===== config.mk =====
export PLATFORM = sky130hd
export DESIGN_NAME = mem_port_arbiter_flat
export DESIGN_NICKNAME = d
export VERILOG_FILES = /design/src/rtl/mem_port_arbiter_if.sv /design/src/rtl/mem_port_arbiter.sv /design/src/flat_wrapper.sv
export SDC_FILE = /design/constraint.sdc
export NUM_CORES = 1
export LEC_CHECK = 0
export ABC_AREA = 1
export CAP_MARGIN = 0
export CORE_ASPECT_RATIO = 0.9
export CORE_MARGIN = 8
export CORE_UTILIZATION = 39
export DETAILED_ROUTE_END_ITERATION = 7
export PLACE_DENSITY_LB_ADDON = 0.1
export SLEW_MARGIN = 20
export SYNTH_ARGS = -nofsm -noshare
export SYNTH_HDL_FRONTEND = slang
export SYNTH_SLANG_ARGS = --single-unit

===== constraint.sdc =====
create_clock -name clk -period 1.5 [get_ports clk]
set_clock_uncertainty 0.1 [all_clocks]
set_input_delay 0.3 -clock clk [delete_from_list [all_inputs] [get_ports clk]]
set_output_delay 0.3 -clock clk [all_outputs]
set_load 0.01 [all_outputs]

===== src/rtl/mem_port_arbiter_if.sv =====
// One request/response channel: a requester (master) issues requests and a responder (slave) returns data.
// Handshake: a request transfers in the cycle where req_valid && req_ready; resp_valid is a single-cycle pulse.
interface mem_port_arbiter_if #(
   parameter int ADDR_W = 32,
   parameter int DATA_W = 64
);
   logic                  req_valid;
   logic                  req_ready;
   logic [ADDR_W-1:0]     req_addr;
   logic                  req_wen;
   logic [DATA_W-1:0]     req_wdata;
   logic [DATA_W/8-1:0]   req_wmask;
   logic                  resp_valid;
   logic [DATA_W-1:0]     resp_data;

   modport master (
      output req_valid, req_addr, req_wen, req_wdata, req_wmask,
      input  req_ready, resp_valid, resp_data
   );

   modport slave (
      input  req_valid, req_addr, req_wen, req_wdata, req_wmask,
      output req_ready, resp_valid, resp_data
   );

   // Read-only requester view: instruction fetch never writes.
   modport read_slave (
      input  req_valid, req_addr,
      output req_ready, resp_valid, resp_data
   );
endinterface


===== src/rtl/mem_port_arbiter.sv =====
// Shares one memory port between instruction fetch and load/store, one transaction at a time.
// Load/store has priority; IF is force-granted after STARVE_MAX consecutive losses.
module mem_port_arbiter #(
   parameter int ADDR_W     = 32,
   parameter int DATA_W     = 64,
   parameter int STARVE_MAX = 4
) (
   input  logic                      clk,
   input  logic                      rst,
   mem_port_arbiter_if.read_slave    if_port,
   mem_port_arbiter_if.slave         ls_port,
   mem_port_arbiter_if.master        mem_port,
   output logic                      owner,
   output logic                      busy,
   output logic [1:0]                dbg_state_o
);
   localparam int MASK_W = DATA_W / 8;
   localparam logic [3:0] STARVE_LIM = 4'(STARVE_MAX);

   typedef enum logic [1:0] {
      ST_IDLE = 2'd0,
      ST_REQ  = 2'd1,
      ST_WAIT = 2'd2
   } state_e;

   state_e              state_q, state_d;
   logic [3:0]          starve_cnt_q, starve_cnt_d;
   logic                owner_q, owner_d;
   logic [ADDR_W-1:0]   addr_q, addr_d;
   logic                wen_q, wen_d;
   logic [DATA_W-1:0]   wdata_q, wdata_d;
   logic [MASK_W-1:0]   wmask_q, wmask_d;
   logic [DATA_W-1:0]   if_data_q, if_data_d;
   logic [DATA_W-1:0]   ls_data_q, ls_data_d;

   logic grant_if;
   logic grant_ls;
   logic resp_fire;

   // Grants are combinational in IDLE and suppressed while reset is asserted.
   always_comb begin
      grant_if  = (state_q == ST_IDLE) && !rst && if_port.req_valid &&
                  (!ls_port.req_valid || (starve_cnt_q == STARVE_LIM));
      grant_ls  = (state_q == ST_IDLE) && !rst && ls_port.req_valid && !grant_if;
      resp_fire = (state_q == ST_WAIT) && mem_port.resp_valid;
   end

   always_ff @(posedge clk) begin
      if (rst) begin
         state_q <= ST_IDLE;
      end else begin
         state_q <= state_d;
      end
   end

   always_comb begin
      state_d = state_q;
      unique case (state_q)
         ST_IDLE: if (grant_if || grant_ls) state_d = ST_REQ;
         ST_REQ:  if (mem_port.req_ready)   state_d = ST_WAIT;
         ST_WAIT: if (mem_port.resp_valid)  state_d = ST_IDLE;
         default: state_d = ST_IDLE;
      endcase
   end

   always_comb begin
      starve_cnt_d = starve_cnt_q;
      owner_d      = owner_q;
      addr_d       = addr_q;
      wen_d        = wen_q;
      wdata_d      = wdata_q;
      wmask_d      = wmask_q;
      if_data_d    = if_data_q;
      ls_data_d    = ls_data_q;
      if (grant_if) begin
         owner_d      = 1'b0;
         addr_d       = if_port.req_addr;
         wen_d        = 1'b0;
         wdata_d      = '0;
         wmask_d      = '0;
         starve_cnt_d = '0;
      end else if (grant_ls) begin
         owner_d = 1'b1;
         addr_d  = ls_port.req_addr;
         wen_d   = ls_port.req_wen;
         wdata_d = ls_port.req_wdata;
         wmask_d = ls_port.req_wmask;
         // Only a waiting IF counts as a loss.
         if (if_port.req_valid && (starve_cnt_q != STARVE_LIM)) begin
            starve_cnt_d = starve_cnt_q + 4'd1;
         end
      end
      if (resp_fire) begin
         if (owner_q) begin
            ls_data_d = wen_q ? '0 : mem_port.resp_data;
         end else begin
            if_data_d = mem_port.resp_data;
         end
      end
   end

   always_ff @(posedge clk) begin
      if (rst) begin
         starve_cnt_q <= '0;
         owner_q      <= 1'b0;
         addr_q       <= '0;
         wen_q        <= 1'b0;
         wdata_q      <= '0;
         wmask_q      <= '0;
         if_data_q    <= '0;
         ls_data_q    <= '0;
      end else begin
         starve_cnt_q <= starve_cnt_d;
         owner_q      <= owner_d;
         addr_q       <= addr_d;
         wen_q        <= wen_d;
         wdata_q      <= wdata_d;
         wmask_q      <= wmask_d;
         if_data_q    <= if_data_d;
         ls_data_q    <= ls_data_d;
      end
   end

   // Response data is visible in the pulse cycle and held afterwards.
   always_comb begin
      if_port.req_ready   = grant_if;
      ls_port.req_ready   = grant_ls;
      mem_port.req_valid  = (state_q == ST_REQ);
      mem_port.req_addr   = addr_q;
      mem_port.req_wen    = wen_q;
      mem_port.req_wdata  = wdata_q;
      mem_port.req_wmask  = wmask_q;
      if_port.resp_valid  = resp_fire && !owner_q;
      ls_port.resp_valid  = resp_fire && owner_q;
      if_port.resp_data   = if_data_d;
      ls_port.resp_data   = ls_data_d;
      owner               = owner_q;
      busy                = (state_q != ST_IDLE);
      dbg_state_o         = state_q;
   end
endmodule


===== src/flat_wrapper.sv =====
// flat-port wrapper written by rule: the top's interface ports become plain ports
module mem_port_arbiter_flat 
#(
   parameter int ADDR_W     = 32,
   parameter int DATA_W     = 64,
   parameter int STARVE_MAX = 4
)
  (clk, rst, owner, busy, dbg_state_o, if_port_req_valid, if_port_req_addr, if_port_req_ready, if_port_resp_valid, if_port_resp_data, ls_port_req_valid, ls_port_req_addr, ls_port_req_wen, ls_port_req_wdata, ls_port_req_wmask, ls_port_req_ready, ls_port_resp_valid, ls_port_resp_data, mem_port_req_valid, mem_port_req_addr, mem_port_req_wen, mem_port_req_wdata, mem_port_req_wmask, mem_port_req_ready, mem_port_resp_valid, mem_port_resp_data);
  mem_port_arbiter_if #(.ADDR_W(ADDR_W), .DATA_W(DATA_W)) if_port_i ();
  mem_port_arbiter_if #(.ADDR_W(ADDR_W), .DATA_W(DATA_W)) ls_port_i ();
  mem_port_arbiter_if #(.ADDR_W(ADDR_W), .DATA_W(DATA_W)) mem_port_i ();
  input  logic clk;
  input  logic rst;
  output logic owner;
  output logic busy;
  output logic [1:0] dbg_state_o;
  input wire logic [$bits(if_port_i.req_valid)-1:0] if_port_req_valid;
  input wire logic [$bits(if_port_i.req_addr)-1:0] if_port_req_addr;
  output wire logic [$bits(if_port_i.req_ready)-1:0] if_port_req_ready;
  output wire logic [$bits(if_port_i.resp_valid)-1:0] if_port_resp_valid;
  output wire logic [$bits(if_port_i.resp_data)-1:0] if_port_resp_data;
  input wire logic [$bits(ls_port_i.req_valid)-1:0] ls_port_req_valid;
  input wire logic [$bits(ls_port_i.req_addr)-1:0] ls_port_req_addr;
  input wire logic [$bits(ls_port_i.req_wen)-1:0] ls_port_req_wen;
  input wire logic [$bits(ls_port_i.req_wdata)-1:0] ls_port_req_wdata;
  input wire logic [$bits(ls_port_i.req_wmask)-1:0] ls_port_req_wmask;
  output wire logic [$bits(ls_port_i.req_ready)-1:0] ls_port_req_ready;
  output wire logic [$bits(ls_port_i.resp_valid)-1:0] ls_port_resp_valid;
  output wire logic [$bits(ls_port_i.resp_data)-1:0] ls_port_resp_data;
  output wire logic [$bits(mem_port_i.req_valid)-1:0] mem_port_req_valid;
  output wire logic [$bits(mem_port_i.req_addr)-1:0] mem_port_req_addr;
  output wire logic [$bits(mem_port_i.req_wen)-1:0] mem_port_req_wen;
  output wire logic [$bits(mem_port_i.req_wdata)-1:0] mem_port_req_wdata;
  output wire logic [$bits(mem_port_i.req_wmask)-1:0] mem_port_req_wmask;
  input wire logic [$bits(mem_port_i.req_ready)-1:0] mem_port_req_ready;
  input wire logic [$bits(mem_port_i.resp_valid)-1:0] mem_port_resp_valid;
  input wire logic [$bits(mem_port_i.resp_data)-1:0] mem_port_resp_data;
  assign if_port_i.req_valid = if_port_req_valid;
  assign if_port_i.req_addr = if_port_req_addr;
  assign if_port_req_ready = if_port_i.req_ready;
  assign if_port_resp_valid = if_port_i.resp_valid;
  assign if_port_resp_data = if_port_i.resp_data;
  assign ls_port_i.req_valid = ls_port_req_valid;
  assign ls_port_i.req_addr = ls_port_req_addr;
  assign ls_port_i.req_wen = ls_port_req_wen;
  assign ls_port_i.req_wdata = ls_port_req_wdata;
  assign ls_port_i.req_wmask = ls_port_req_wmask;
  assign ls_port_req_ready = ls_port_i.req_ready;
  assign ls_port_resp_valid = ls_port_i.resp_valid;
  assign ls_port_resp_data = ls_port_i.resp_data;
  assign mem_port_req_valid = mem_port_i.req_valid;
  assign mem_port_req_addr = mem_port_i.req_addr;
  assign mem_port_req_wen = mem_port_i.req_wen;
  assign mem_port_req_wdata = mem_port_i.req_wdata;
  assign mem_port_req_wmask = mem_port_i.req_wmask;
  assign mem_port_i.req_ready = mem_port_req_ready;
  assign mem_port_i.resp_valid = mem_port_resp_valid;
  assign mem_port_i.resp_data = mem_port_resp_data;
  mem_port_arbiter #(.ADDR_W(ADDR_W), .DATA_W(DATA_W), .STARVE_MAX(STARVE_MAX)) u_core (.clk(clk), .rst(rst), .if_port(if_port_i), .ls_port(ls_port_i), .mem_port(mem_port_i), .owner(owner), .busy(busy), .dbg_state_o(dbg_state_o));
endmodule

==> reports/metrics.yaml <==
worst_setup_path:
  reg2reg_depth: 14
  arrival_ns: 2.03
  worstPathCellList: "inv_4 -> nand3_4 -> nor2_4 -> buf_8 -> buf_12 -> buf_8 -> nor2_4 -> a21oi_2 -> buf_2"
  cp.depth: 9
  path_delay_family: "buffers and inverters"
  crit_buf_inv: 5
  end_kind: "output port"
  slowest_stage: "dfxtp_4"
  cp-startpoint: "u_core.dbg_state_o[0]"
  required_ns: 1.10
  slowest_delay_ns: 0.35
  crit_fanout: 6
  crit_type: "reg -> out"
  r2r_slack_ns: -0.62
  worstReg2RegStart: "u_core.dbg_state_o[0]"
  start_kind: "flop"
synth:
  netlist_top_cells_area: "dfxtp_1 45%, nor2_1 12%, inv_1 8.1%"
  yosys_most_used_dff: "dfxtp_1"
  yosys.area_share.simple: 0.217
  synth_edf_count: 0
  ys_warn_count: 0
  synth_xor_area_frac: 0.000825
  synth_largest_area_cell: "dfxtp_1"
  yosysTopAreaCellShare: 0.453
  synth_cells: 1476
  synthMuxAreaShare: 0
  ys_seq_area_frac: 0.453
  synth_top_family_by_area: "simple AND/OR/NAND/NOR gates"
  ys_ff_latch: 240
  synth_area_mm2: 0.0106
  synth.avg_cell_area_um2: 7.19
  synth_fp_nets: 1685
  synth-compound-area-share: 0.162
  synthAdderAreaFrac: 0.00236
  synthTopCellsByCount: "344 x nor2_1, 240 x dfxtp_1, 230 x inv_1"
  synthArstFlopShare: 0
  ys_types: 25
  synth_most_common_cell: "nor2_1"
placed_design:
  place_area_mm2: 0.0171
  port_buffers: 448
  dp_hpwl_um: 29100
  place_worst_setup_slack_ns: -1.16
  place_congestion: 0.851
  place_inst: 2364
sta:
  worstMarginPinSlew_ns: 0.732
  setup_viol: 372
  slew_headroom: 0.512
  fmax_ghz: 0.412
  rsz0062_at_grt: "true"
  maxSlewViolCount: 0
  worst_slack_ns: -0.925
  final.setup.tns_ns: -184.22
  min_period_ns: 2.43
  fin_crit_sh: 1.62
  whs_ns: 0.242
  hold_violations: 0
grt:
  antenna_found_initial: 1
  grt_max_degree: 74
  grt.total_usage: 0.247
  grt_pass1_vias: 12000
  grt_pass1_wl_um: 64700
  overflow: 0
hold_path:
  hold_start: "mem_port_req_ready"
  hold_class: "in -> reg"
  holdPathStages: 3
routing:
  viasPerCell: 4.85
  first_pass_iters: 5
  drtIter0Drc: 620
  vias: 12400
  drc: 0
  drtAntennaViolNets: 0
  wl_per_cell_um: 19.1
  routed_wirelength_um: 48900
power_and_ir_drop:
  clock_power_share: 0.395
  p_comb_frac: 0.206
  power.leakage_nw: 10.7
  irDropWorstVdd_mv: 0.673
  swShare: 0.269
  p_int_mw: 12.5
  total_power_mw: 17.1
  power_density_mw_per_mm2: 800
  switchingPower_mw: 4.59
  pwr-share-seq: 0.399
finish:
  fillers: 1667
  fin_area_mm2: 0.0214
  drive_gt1_frac: 0.431
  areaGrowthSynthToFinish_pct: 101
  final_nets: 2394
  fin_util: 0.795
  stdcell_count: 2559
clocking:
  cts_tree: "done"
  clock_tree.buffer_depth: 3
  h-tree-depth: 1
  worstSkewPairLatency_ns: 0.54
  cts_hold_buf: 0
  cts_sinks: 240
  path_clk_slew_ns: 0.06
  root_buffer: "clkbuf_16"
  cts_buffers: 28
run_status:
  violations: "setup timing"
  outcome: "complete, but fails checks"
die:
  dieArea_mm2: 0.0328
  io_pins: 449
  coreArea_mm2: 0.0269
  start_util: 0.395
  die-width_um: 190
  die_y_um: 172
  num_rows: 57
run:
  drv_cap: 0
==> timing repair <==
action,4_1_cts,5_1_grt
pin swaps,10,110
setup endpoints to repair,466,481
resized for setup,665,526
buffers inserted,56,83
cloned,13,24
==> flip-flops by register name, indices dropped and copies added, names as in the netlist <==
name	flops
u_core.ls_data_q	64
u_core.starve_cnt_q	4
u_core.mem_port.req_wen	1
u_core.dbg_state_o	2
u_core.mem_port.req_addr	32
u_core.if_data_q	64
u_core.mem_port.req_wdata	64
u_core.mem_port.req_wmask	8
u_core.owner	1
==> layer usage <==
metal,part of all wire,track usage,vias to the layer above
li1,-,-,5955
met3,0.078,0.0839,159
met2,0.50,0.433,504
met5,0,0,-
met1,0.36,0.262,5795
met4,0.063,0.130,0
==> worst reg2reg max path: cells and delay by family (launching register included) <==
kind | cells | cell delay [ns]
buffers and inverters | 7 | 0.81
and+or+nand+nor | 7 | 0.74
DFF | 1 | 0.35
==> worst paths after layout <==
| path | endpoint |
|---|---|
| max | if_port_resp_data[7] |
| min | u_core.dbg_state_o[1] |
| max reg2reg | u_core.mem_port.req_addr[24] |
| min reg2reg | u_core.starve_cnt_q[3] |
==> cells in the final DEF (no fill, tap or decap), types with 26 or more instances in the layout <==
cell               n
nand3_2           69
dfxtp_1          235
buf_8             26
inv_1            221
buf_4            186
a21oi_4           44
o211ai_1          73
o21ai_2           43
dlymetal6s2s_1    86
buf_6            149
buf_2             49
nor2_1           283
nand2_1           58
nor2_2            38
clkdlybuf4s50_1  205
inv_2            110
clkbuf_16         47
buf_12            32
nand3_1           45
nor2_4            26
==> power groups by stage <==
stage                     clock network [mW]  logic, mW  registers (mW)
final                                   6.75       3.53            6.82
after CTS                               6.86       3.16            6.81
after detailed placement                   0       3.06            6.94
after global placement                     0       3.04            6.93
after floorplan                            0       1.20            7.05
after global routing                    7.15       3.78            6.84
==> logic make-up after synthesis <==
| kind of cell | count (synthesis) |
|---|---|
| AND/OR/NAND/NOR | 560 |
| buffers and inverters | 433 |
| AO/OA/AOI/OAI | 240 |
| flip-flops | 240 |
| adder cells (fa/ha/maj) | 2 |
| XOR/XNOR | 1 |
==> final cells by class <==
class	count	area [um^2]	area share
well taps	354	443	0.0207
repair buffers	779	8290	0.388
multi-input cells	803	5640	0.264
clock buffers	41	841	0.0394
flip-flops and latches	240	4820	0.225
clock inverters	8	68.8	0.00322
diodes	1	2.50	0.000117
inverters	333	1250	0.0587
(Power assumes the default switching activity.)
